`config.mk`:
```
export PLATFORM = sky130hd
export DESIGN_NAME = sauto_nav_ctrl
export DESIGN_NICKNAME = d
export VERILOG_FILES = /design/src/rtl/sauto_nav_ctrl.sv
export SDC_FILE = /design/constraint.sdc
export NUM_CORES = 1
export LEC_CHECK = 0
export BUFFER_PORTS_ARGS = -buffer_cell sky130_fd_sc_hd__buf_2
export CAP_MARGIN = 25
export CORE_MARGIN = 8
export CORE_UTILIZATION = 37
export DETAILED_ROUTE_END_ITERATION = 16
export HOLD_SLACK_MARGIN = 0.15
export PLACE_DENSITY_LB_ADDON = 0.1
export SETUP_SLACK_MARGIN = 0.15
export SYNTH_ARGS = -nofsm -noshare
export SYNTH_HDL_FRONTEND = slang
export SYNTH_SLANG_ARGS = --single-unit
```
`constraint.sdc`:
```
create_clock -name sys_clk -period 3.08 [get_ports sys_clk]
set_input_delay 0.154 -clock sys_clk [delete_from_list [all_inputs] [get_ports sys_clk]]
set_output_delay 0.154 -clock sys_clk [all_outputs]
set_load 0.05 [all_outputs]
```
`src/rtl/sauto_nav_ctrl.sv`:
```
// Semi-automatic navigation controller: filtered detectors, fork handling,
// timed 90/180-degree turns, dead-end recovery and abort on disable.
module sauto_nav_ctrl #(
  parameter int unsigned FRONT_FILT_CYC = 5_000_000,
  parameter int unsigned CHECK_CYC      = 100_000_000,
  parameter int unsigned TURN90_CYC     = 90_000_000,
  parameter int unsigned CNT_W          = $clog2(2*TURN90_CYC+1)
) (
  input  logic       sys_clk,
  input  logic       rst,
  input  logic       enable,
  input  logic       det_front,
  input  logic       det_left,
  input  logic       det_right,
  input  logic       cmd_forward,
  input  logic       cmd_left,
  input  logic       cmd_right,
  input  logic       cmd_back,
  output logic       move_forward,
  output logic       turn_left,
  output logic       turn_right,
  output logic       wait_flag,
  output logic       fork_here,
  output logic       turn_done,
  output logic [2:0] state_o
);

  typedef enum logic [2:0] {
    IDLE  = 3'd0,
    MOVE  = 3'd1,
    WAIT  = 3'd2,
    TURN  = 3'd3,
    CHECK = 3'd4
  } state_e;

  typedef enum logic {DIR_L = 1'b0, DIR_R = 1'b1} dir_e;

  localparam logic [CNT_W-1:0] FILT_LAST = CNT_W'(FRONT_FILT_CYC - 1);
  localparam logic [CNT_W-1:0] CHK_LAST  = CNT_W'(CHECK_CYC - 1);
  localparam logic [CNT_W-1:0] T90_LAST  = CNT_W'(TURN90_CYC - 1);
  localparam logic [CNT_W-1:0] T180_LAST = CNT_W'(2*TURN90_CYC - 1);

  function automatic logic [CNT_W-1:0] sat_inc(input logic [CNT_W-1:0] v);
    return (&v) ? v : v + CNT_W'(1);
  endfunction

  state_e           state_q, state_d;
  dir_e             turn_dir_q, turn_dir_d;
  logic             turn_180_q, turn_180_d;
  logic             turn_auto_q, turn_auto_d;
  logic [CNT_W-1:0] filt_q, filt_d;
  // TURN and CHECK are never active together, so they share one counter.
  logic [CNT_W-1:0] cnt_q, cnt_d;
  logic             front_blk_q, front_blk_d;
  logic             fork_q, fork_d, fork_dly_q;
  logic             det_l_q, det_r_q;
  logic             just_turned_q, just_turned_d;
  logic             fork_rise, fork_fall, turn_last, det_changed;

  assign fork_rise   = fork_q & ~fork_dly_q;
  assign fork_fall   = ~fork_q & fork_dly_q;
  assign turn_last   = turn_180_q ? (cnt_q == T180_LAST) : (cnt_q == T90_LAST);
  assign det_changed = (det_left != det_l_q) | (det_right != det_r_q);

  // NOTE: every variable gets a default before the case so no path infers a latch.
  always_comb begin
    state_d       = state_q;
    turn_dir_d    = turn_dir_q;
    turn_180_d    = turn_180_q;
    turn_auto_d   = turn_auto_q;
    cnt_d         = cnt_q;
    just_turned_d = just_turned_q;
    fork_d        = ((~front_blk_q & ~det_left) | (~front_blk_q & ~det_right) |
                     (~det_left & ~det_right));

    if (det_front) begin
      filt_d      = sat_inc(filt_q);
      front_blk_d = front_blk_q | (filt_q >= FILT_LAST);
    end else begin
      filt_d      = '0;
      front_blk_d = 1'b0;
    end

    if (fork_fall) just_turned_d = 1'b0;

    if (!enable) begin
      state_d = IDLE;
    end else begin
      unique case (state_q)
        IDLE: state_d = MOVE;
        MOVE: begin
          if (fork_rise && !just_turned_q)  state_d = WAIT;
          else if (front_blk_q && !fork_q)  state_d = CHECK;
        end
        WAIT: begin
          if (cmd_forward) begin
            state_d       = MOVE;
            just_turned_d = 1'b1;
          end else if (cmd_left || cmd_right || cmd_back) begin
            state_d     = TURN;
            turn_auto_d = 1'b0;
            turn_dir_d  = (!cmd_left && cmd_right) ? DIR_R : DIR_L;
            turn_180_d  = !cmd_left && !cmd_right;
          end
        end
        TURN: begin
          cnt_d = sat_inc(cnt_q);
          if (turn_last) begin
            just_turned_d = 1'b1;
            state_d       = (turn_auto_q && front_blk_q) ? CHECK : MOVE;
          end
        end
        CHECK: begin
          cnt_d = sat_inc(cnt_q);
          if (det_changed) begin
            cnt_d = '0;
          end else if (cnt_q == CHK_LAST) begin
            turn_auto_d = 1'b1;
            turn_180_d  = 1'b0;
            if (!det_left && det_right)       begin state_d = TURN; turn_dir_d = DIR_L; end
            else if (det_left && !det_right)  begin state_d = TURN; turn_dir_d = DIR_R; end
            else if (!det_left && !det_right) state_d = MOVE;
            else begin
              state_d    = TURN;
              turn_dir_d = DIR_L;
              turn_180_d = 1'b1;
            end
          end
        end
        default: state_d = IDLE;
      endcase
    end

    if (state_d != state_q || state_q == IDLE) cnt_d = '0;
  end

  // NOTE: sequential state uses non-blocking assignments and the async active-low reset.
  always_ff @(posedge sys_clk or negedge rst) begin
    if (!rst) begin
      state_q       <= IDLE;
      turn_dir_q    <= DIR_L;
      turn_180_q    <= 1'b0;
      turn_auto_q   <= 1'b0;
      filt_q        <= '0;
      cnt_q         <= '0;
      front_blk_q   <= 1'b0;
      fork_q        <= 1'b0;
      fork_dly_q    <= 1'b0;
      det_l_q       <= 1'b0;
      det_r_q       <= 1'b0;
      just_turned_q <= 1'b0;
    end else begin
      state_q       <= state_d;
      turn_dir_q    <= turn_dir_d;
      turn_180_q    <= turn_180_d;
      turn_auto_q   <= turn_auto_d;
      filt_q        <= filt_d;
      cnt_q         <= cnt_d;
      front_blk_q   <= front_blk_d;
      fork_q        <= fork_d;
      fork_dly_q    <= fork_q;
      det_l_q       <= det_left;
      det_r_q       <= det_right;
      just_turned_q <= just_turned_d;
    end
  end

  assign state_o      = state_q;
  assign move_forward = (state_q == MOVE);
  assign wait_flag    = (state_q == WAIT);
  assign turn_left    = (state_q == TURN) && (turn_dir_q == DIR_L);
  assign turn_right   = (state_q == TURN) && (turn_dir_q == DIR_R);
  assign fork_here    = fork_q;
  assign turn_done    = (state_q == TURN) && turn_last && enable;

endmodule

```
==> metrics.txt <==
input/output buffers=18; asr flop ratio synth=1.00; Hold EP=state_o[0]; Reg clk slew, reported paths=about 0.060 ns; Final Non-Filler Cells=664; Final nets=about 530; via count=approximately 3800; sequential element share of the synthesized area=0.399; Critical Path Source Type=flop; largest net degree at the start of global routing=37; Mapped Avg Cell Area=8.78 um2; crit path kind=flop to output port; Routed Antenna Nets=0; Mapped Nets=500; 1st-iter DRT viols=290; core area=roughly 11000 um2; outcome=completed; post_cts resized=0; RePlAce Congestion=about 0.93; top-area cell type share of the netlist area=0.399; Sum Neg Setup Slack=0 ns; worst reg2reg path depth=6; DRT Pass-1 Iters=5; switching part of the total power=0.262; setup slack, reg-to-reg=~0.48 ns; CTS root buf=clkbuf_16; VDD IR max=around 0.27 mV; commonest non-fill, non-tap cell in the layout=dfrtp_1; Clock Latency Late Sink=approximately 0.34 ns; CP Capture Type=output port; Synth Register Bits=68; vias in the first global route=approximately 3700; Overflow after GRT=0; top cells by area, synth=dfrtp_1, nor2_1, xor2_1; ant diodes=0; post-synth top area cell=dfrtp_1; die height=123 um; CP arrival=between 2 and 3 ns; TritonCTS clock tree=built; Power Density=422 nW/um2; Clk pwr share=0.476; placed insts=about 640; crit-path max FO=5; TritonCTS buffer count=9; WL final=about 12 mm; wire length per cell=17.5 um; Fin. Hold Viols=0; die area=between 15000 and 20000 um2; max-slew violations=0; unrepaired setup endpoints after global routing=no; Vias/cell=about 5.8; hold depth=3; FF-to-FF End=cnt_q[17]; Seq pwr share=0.448; Critical Path RT=~2.9 ns; Setup Viol. Count Final=0; most frequent cells in the layout=dfrtp_1, nor2_1, nand2_1, nand3_1, nor4_1; number of flops mapped to enable cells by yosys=0; Clock Skews=~0.0052 ns; clock sinks=68; Slew headroom=0.409; reg2reg start=cnt_q[10]; Rows=39; DRC viols=0; Area growth, synth to finish=15.1%; Yosys warning count=0; ys flop type=dfrtp_1; fmax=374 MHz; internal power=about 1.5 mW; CTS max path bufs=2; Syn Std Cell Area=roughly 4300 um2; Max Cap Viol=0; fin crit share=0.869; Total GRT Usage=0.164; hpwl dp=~8.4 mm; Hold Path Class=input port to flop; Comb power frac=0.076; Initial Utilization=0.376; # IOs=19; NetSw=around 0.54 mW; first-pass GRT wire length=just under 20 mm; Gate Count Post-Synth=just under 500; Leak=1.89 nW; Die Wd=123 um; Hold Path Origin=enable; crit path time final=between 2 and 3 ns; deepest level of the CTS H-tree=3; share of post-route cells with drive strength above 1=0.129; Unique masters post-synth=65; initial antenna violation count=0; Least-Margin Pin Slew=about 0.9 ns
==> cell families after synthesis <==
kind of cell,Yosys count,share of synthesized area
AOI/OAI and AO/OA,97,0.166
xor gates and xnor gates,36,0.0740
DFF,68,0.399
adders and majority gates,5,0.0147
muxes,4,0.00999
buffers and inverters,32,0.0323
and+or+nand+nor,243,0.304
==> worst max-delay path by stage <==
stage                          start    endpoint  slack (ns)  cells past startpoint
final                       cnt_q[0]   turn_done        0.40                      7
after global routing        cnt_q[0]   turn_done        0.21                      7
after CTS                   cnt_q[0]   turn_done        0.40                      7
after detailed placement    cnt_q[0]   cnt_q[14]        0.51                      7
after global placement      cnt_q[0]   cnt_q[16]        0.50                      7
after floorplan           state_o[1]  turn_180_q        0.35                      6
==> power groups by stage <==
stage / sequential (mW) / combinational (mW) / clock, mW
2_1_floorplan: 0.944 / 0.0877 / 0
6_report: 0.928 / 0.157 / 0.985
3_5_place_dp: 0.944 / 0.156 / 0
3_3_place_gp: 0.943 / 0.155 / 0
5_1_grt: 0.930 / 0.173 / 1.06
4_1_cts: 0.928 / 0.160 / 1.02
==> stage by stage <==
step	power [mW]	setup WS, ns	util	hold slack [ns]	area, um2
floorplan	1.03	0.353	-	-0.142	4270
global placement	1.10	0.502	0.404	0.329	4580
detailed placement	1.10	0.509	0.404	0.331	4580
finish	2.07	0.405	0.433	0.215	4900
global route	2.16	0.208	0.433	0.213	4900
CTS	2.11	0.398	0.433	0.194	4900
==> final cells by class <==
| cell class | instances | area [um2] |
|---|---|---|
| Fill cell | 1131 | 6420 |
| Timing Repair Buffer | 40 | 265 |
| Tap cell | 143 | 179 |
| Sequential cell | 68 | 1700 |
| Inverter | 12 | 45.0 |
| Multi-Input combinational cell | 385 | 2430 |
| Clock inverter | 6 | 48.8 |
| Clock buffer | 10 | 239 |
==> worst max-delay path, stage by stage (launching register included) <==
cell and delay, ns:
dfrtp_1 0.40, ha_1 0.25, and4_1 0.31, nand3_1 0.13
nor4_1 0.48, nand2_1 0.20, nor2_1 0.14, buf_2 0.27
==> metal layers <==
metal,wire (um),global-route usage,up-vias
li1,-,-,1873
met1,5570,0.221,1848
met2,5300,0.248,95
met3,531,0.0342,22
met4,246,0.0722,0
met5,0,0,-
==> timing repair <==
action	CTS	global route
hold buffers	4	0
setup buffers	0	0
endpoints found under the hold margin	38	0
==> Yosys cell counts, types with 3 or more instances <==
cell,instances
a211oi_1,9
a21oi_1,17
a311oi_1,3
a31oi_1,9
a41oi_1,3
and2_1,4
and3_1,6
and4_1,4
buf_2,7
clkbuf_1,11
dfrtp_1,68
ha_1,5
inv_1,11
nand2_1,45
nand2b_1,3
nand3_1,28
nand4_1,21
nand4b_1,3
nor2_1,57
nor2b_1,8
nor3_1,14
nor3b_1,4
nor4_1,25
o211ai_1,5
o21a_1,4
o21ai_0,14
o31ai_1,6
or3_1,5
or4_1,5
xnor2_1,14
xor2_1,22
Note: power is estimated with default switching activity, not from simulation.
